--- src/rtl/ahb_pkg.sv ---
// Shared AHB definitions for the memory arbiter and the memory slave.
package ahb_pkg;

    typedef enum logic [1:0] {
        HTRANS_IDLE   = 2'b00,
        HTRANS_BUSY   = 2'b01,
        HTRANS_NONSEQ = 2'b10,
        HTRANS_SEQ    = 2'b11
    } htrans_t;

    localparam logic [1:0] HRESP_OKAY  = 2'b00;
    localparam logic [1:0] HRESP_ERROR = 2'b01;

    typedef enum logic [1:0] {
        ARB_IDLE = 2'b00,
        ARB_ADDR = 2'b01,
        ARB_DATA = 2'b10,
        ARB_RESP = 2'b11
    } arb_state_t;

endpackage

--- src/rtl/ahb_mem_arbiter_rr_pick2.sv ---
// Two-way round-robin chooser: one-hot grant, the master not served last wins a tie.
module rr_pick2
    import ahb_pkg::*;
(
    input  logic [1:0] req,
    input  logic       last,
    output logic [1:0] gnt
);

    // Lone requester wins; on a tie, last=1 (M1 served last) hands the grant to M0.
    always_comb begin
        gnt = 2'b00;
        case (req)
            2'b01:   gnt = 2'b01;
            2'b10:   gnt = 2'b10;
            2'b11:   gnt = last ? 2'b01 : 2'b10;
            default: gnt = 2'b00;
        endcase
    end

endmodule

--- src/rtl/ahb_mem_arbiter.sv ---
// Two-master round-robin arbiter and single-outstanding transfer sequencer for
// the AHB memory slave, with a watchdog on the data-phase wait.
module ahb_mem_arbiter
    import ahb_pkg::*;
#(
    parameter int unsigned TIMEOUT = 16
)
(
    input  logic        HCLK,
    input  logic        HRESETn,
    input  logic        mem_ready,
    input  logic [1:0]  m_req,
    input  logic [31:0] m0_addr,
    input  logic [31:0] m1_addr,
    input  logic [2:0]  m0_size,
    input  logic [2:0]  m1_size,
    input  logic        m0_write,
    input  logic        m1_write,
    input  logic [31:0] m0_wdata,
    input  logic [31:0] m1_wdata,
    output logic [1:0]  m_gnt,
    output logic [1:0]  m_rvalid,
    output logic [31:0] m_rdata,
    output logic        m_err,
    output logic        HSEL,
    output logic [1:0]  HTRANS,
    output logic [31:0] HADDR,
    output logic        HWRITE,
    output logic [2:0]  HSIZE,
    output logic [31:0] HWDATA,
    input  logic [31:0] HRDATA,
    input  logic        HREADY,
    input  logic [1:0]  HRESP
);

    localparam int unsigned CW = $clog2(TIMEOUT + 1);
    localparam logic [CW-1:0] WAIT_MAX = CW'(TIMEOUT);

    arb_state_t    state;
    logic          last;      // index of the master served last
    logic          owner;     // index of the master owning the current transfer
    logic [CW-1:0] wait_cnt;
    logic [1:0]    pick;

    rr_pick2 u_pick (
        .req  (m_req),
        .last (last),
        .gnt  (pick)
    );

    // Transfer sequencer: all bus and master-side outputs are registered here.
    always_ff @(posedge HCLK or negedge HRESETn) begin
        if (!HRESETn) begin
            state    <= ARB_IDLE;
            last     <= 1'b1;
            owner    <= 1'b0;
            wait_cnt <= '0;
            m_gnt    <= '0;
            m_rvalid <= '0;
            m_rdata  <= '0;
            m_err    <= 1'b0;
            HSEL     <= 1'b0;
            HTRANS   <= HTRANS_IDLE;
            HADDR    <= '0;
            HWRITE   <= 1'b0;
            HSIZE    <= '0;
            HWDATA   <= '0;
        end else begin
            m_gnt    <= '0;
            m_rvalid <= '0;
            case (state)
                ARB_IDLE: begin
                    HSEL   <= 1'b0;
                    HTRANS <= HTRANS_IDLE;
                    // HREADY gate also keeps a late completion after a timeout from overlapping a new issue.
                    if (mem_ready && HREADY && (pick != 2'b00)) begin
                        state  <= ARB_ADDR;
                        HSEL   <= 1'b1;
                        HTRANS <= HTRANS_NONSEQ;
                        m_gnt  <= pick;
                        owner  <= pick[1];
                        last   <= pick[1];
                        if (pick[1]) begin
                            HADDR  <= m1_addr;
                            HSIZE  <= m1_size;
                            HWRITE <= m1_write;
                            HWDATA <= m1_wdata;
                        end else begin
                            HADDR  <= m0_addr;
                            HSIZE  <= m0_size;
                            HWRITE <= m0_write;
                            HWDATA <= m0_wdata;
                        end
                    end
                end
                ARB_ADDR: begin
                    state    <= ARB_DATA;
                    HSEL     <= 1'b0;
                    HTRANS   <= HTRANS_IDLE;
                    wait_cnt <= '0;
                end
                ARB_DATA: begin
                    if (HREADY) begin
                        state    <= ARB_RESP;
                        m_rdata  <= HRDATA;
                        m_err    <= (HRESP == HRESP_ERROR);
                        m_rvalid <= owner ? 2'b10 : 2'b01;
                    end else if (wait_cnt == WAIT_MAX) begin
                        state    <= ARB_RESP;
                        m_rdata  <= '0;
                        m_err    <= 1'b1;
                        m_rvalid <= owner ? 2'b10 : 2'b01;
                    end else begin
                        wait_cnt <= wait_cnt + 1'b1;
                    end
                end
                ARB_RESP: begin
                    state <= ARB_IDLE;
                end
                default: begin
                    state <= ARB_IDLE;
                end
            endcase
        end
    end

endmodule

--- config.mk ---
export PLATFORM = sky130hd
export DESIGN_NAME = ahb_mem_arbiter
export DESIGN_NICKNAME = d
export VERILOG_FILES = /design/src/rtl/ahb_pkg.sv /design/src/rtl/ahb_mem_arbiter_rr_pick2.sv /design/src/rtl/ahb_mem_arbiter.sv
export SDC_FILE = /design/constraint.sdc
export NUM_CORES = 1
export LEC_CHECK = 0
export CAP_MARGIN = 20
export CORE_MARGIN = 3
export CORE_UTILIZATION = 42
export CTS_CLUSTER_SIZE = 28
export DETAILED_ROUTE_END_ITERATION = 10
export GPL_TIMING_DRIVEN = 1
export PLACE_DENSITY = 0.87
export SLEW_MARGIN = 20
export SYNTH_ARGS = -nofsm -noshare
export SYNTH_HDL_FRONTEND = slang
export SYNTH_SLANG_ARGS = --single-unit
--- constraint.sdc ---
create_clock -name HCLK -period 5.7 [get_ports HCLK]
set_clock_uncertainty 0.2 [all_clocks]
set_input_delay 1.425 -clock HCLK [delete_from_list [all_inputs] [get_ports HCLK]]
set_output_delay 1.425 -clock HCLK [all_outputs]
set_load 0.1 [all_outputs]
==> flow_summary.json <==
{
  "area_growth_syn_to_layout_pct": 69.25,
  "cts.hold.buffers_added": 0,
  "layout-drive-gt1-share_pct": 6.052,
  "grt_util_all_layers_pct": 23.59,
  "clkTransAtPathRegs_ps": 50,
  "route.detailed.wl_per_inst_microns": 18.28,
  "post_synth_instance_area_sq_um": 5050,
  "hold_end": "m_rvalid[0]",
  "num-fill-cells": 801,
  "postRouteWirelength_microns": 15910,
  "grt_start_max_net_pins": 91,
  "synth.most_common_cell": "dfrtp_1",
  "critPathMaxFanout": 3,
  "tightestPinTransition_ps": 1030,
  "cts_max_level": 4,
  "cts_setup_buffers": 0,
  "ff2ff_path_depth": 5,
  "r2r_setup_slack_ps": 3440,
  "finalWorstPathRequiredPeriod_ps": 3579,
  "grt_pass1_vias": 4700,
  "cts-root-to-sink-buffers": 2,
  "dieWidth_microns": 115.7,
  "timing.final.max_slew_violations": 0,
  "finalSetupViolations": 0,
  "holdPathStages": 1,
  "clock_sink_count": 115,
  "die_h_microns": 115.7,
  "synthFlopType": "dfrtp_1",
  "yosysSeqAreaShare_pct": 57.01,
  "max-slew-margin-rel_pct": 31.15,
  "timing.critical_path.from_type": "flip-flop",
  "netlist_top_cells_count": "114 x dfrtp_1, 72 x nand2_1, 68 x mux2i_1",
  "cts_repair_resize_count": 0,
  "cts-root-buf": "clkbuf_16",
  "synthArstFlopShare_pct": 100.0,
  "drt_iter0_markers": 314,
  "delay_of_the_slowest_cell_on_the_worst_path_ps": 1160,
  "drt-pass1-iter-count": 4,
  "synthesis.nets": 622,
  "unrepaired_setup_endpoints_after_global_routing": "no",
  "worstPathRequired_ps": 4070,
  "final_antenna_net_count": 0,
  "die_area_sq_um": 13370,
  "critical-path-top-delay-family": "buffers and inverters",
  "io_pins": 284,
  "timing.final.hold_violations": 0,
  "hpwlAfterDp_microns": 11840,
  "synth-seq-cells": 115,
  "detailroute.via_count": 4417,
  "worst-setup-path-type": "reg2out",
  "timing.critical_path.buf_inv": 1,
  "placementRows": 39,
  "crit_path_end_kind": "output pin",
  "mean_instance_size_in_the_synthesized_netlist_sq_um": 11.45,
  "worst_r2r_endpoint": "m_err",
  "vias_per_cell": 5.077,
  "initial_utilization_pct": 43.67,
  "grt_pass1_wl_microns": 24050,
  "fin_tns_setup_ps": 0,
  "final_min_period_over_clock_period_pct": 62.80,
  "run_status": "finished clean",
  "grt_overflow": 0,
  "synth_top_area_cell": "dfrtp_1",
  "nets": 896,
  "max_clock_freq_mhz": 279.4,
  "critical-path-slowest-cell": "clkdlybuf4s50_1",
  "netlist_top_cells_area": "dfrtp_1 56%, mux2i_1 13%, a22o_1 5.6%",
  "syn-instance-count": 441,
  "post_synth_num_cell_types": 35,
  "worst_hold_startpoint": "owner",
  "ys_warn_count": 0,
  "antenna_cells": 0,
  "rr_startpoint": "wait_cnt[0]",
  "clkLatencyLatePin_ps": 400,
  "synth-edff-count": 0,
  "drc_errors": 0,
  "tritoncts": "yes",
  "io_buffer_count": 282,
  "critPathArrivalTime_ps": 1950,
  "timing.max_cap.violations": 0,
  "routability_driven_placement_congestion_ratio": 0.8324,
  "synth_top_cell_area_share_pct": 56.49,
  "cts_buffers": 17,
  "hold_path_class": "reg2reg",
  "placeableCoreArea_sq_um": 11560,
  "antenna_violations_before_repair": 0,
  "crit_chain": "clkdlybuf4s50_1"
}
[cells by family after synthesis]
group                    count (synthesis)  share of synthesized area, %
other                                    1                       0.07426
flip-flops                             115                         57.01
multiplexers                            69                         13.70
XOR/XNOR                                 2                        0.3469
AND/OR/NAND/NOR                         88                         7.260
adder cells (fa/ha/maj)                  5                         1.239
AO/OA/AOI/OAI                          119                         15.19
buffers and inverters                   42                         5.178
[layer usage]
layer	up-vias	track usage, %	routed length [microns]
met5	-	0	0
met4	0	11.83	614
met3	40	7.050	1275
met2	208	41.98	8161
met1	2071	25.50	5855
li1	2098	-	-
[cells in the final DEF, fill, tap and decap left out, types with 2 or more instances in the layout]
cell type,netlist,routed
nor2_1,5,5
o211ai_1,4,4
bufinv_16,0,4
nand3_1,3,3
clkbuf_8,0,2
inv_1,8,8
buf_4,7,5
mux2i_1,68,68
xor2_1,2,2
nand2_1,72,72
o21ai_1,20,20
clkbuf_16,0,17
dfrtp_1,114,114
clkinv_2,0,4
clkbuf_1,8,2
o21ai_0,55,55
clkdlybuf4s50_1,0,281
a22o_1,32,32
nand2b_1,3,3
ha_1,5,5
[how the worst max path moves through the flow]
stage,endpoint,depth (start not counted),start
after global routing,HADDR[19],1,HADDR[19]
after global placement,HWDATA[5],5,m_req[1]
after floorplan,HTRANS[1],1,HTRANS[1]
final,HTRANS[1],1,HTRANS[1]
after detailed placement,HWDATA[2],5,m_req[1]
after CTS,HWDATA[2],5,m_req[1]
[registers in the layout, indices dropped and copies added, names as in the netlist]
signal,flops
owner,1
last,1
m_err,1
HADDR,32
HSIZE,3
wait_cnt,5
m_gnt,2
m_rdata,32
state,2
HWDATA,32
HTRANS,1
HWRITE,1
m_rvalid,2
[through the flow]
step / cells / setup WS (ps) / hold slack, ps / area, sq um / utilization [%]
6_report: 870 / 2121 / 269.7 / 8547 / 73.90
5_1_grt: 870 / 2086 / 298.3 / 8547 / 73.90
4_1_cts: 869 / 2064 / 279.9 / 8514 / 73.62
3_5_place_dp: 838 / 1669 / 265.0 / 7898 / 68.29
3_3_place_gp: 838 / 1754 / 240.4 / 7898 / 68.29
2_1_floorplan: 441 / 2735 / 222.8 / 5050 / -
[final cells by class]
| cell class | count | area, sq um | area share, % |
|---|---|---|---|
| Sequential cell | 115 | 2879 | 33.68 |
| Clock inverter | 10 | 156.4 | 1.830 |
| Timing Repair Buffer | 289 | 2909 | 34.04 |
| Clock buffer | 21 | 460.4 | 5.387 |
| Multi-Input combinational cell | 284 | 1933 | 22.62 |
| Tap cell | 143 | 178.9 | 2.093 |
| Inverter | 8 | 30.03 | 0.3513 |
Power is left out: the tool's default activity adds up to more than one toggle a clock period on the data nets, which glitch-free logic cannot reach.
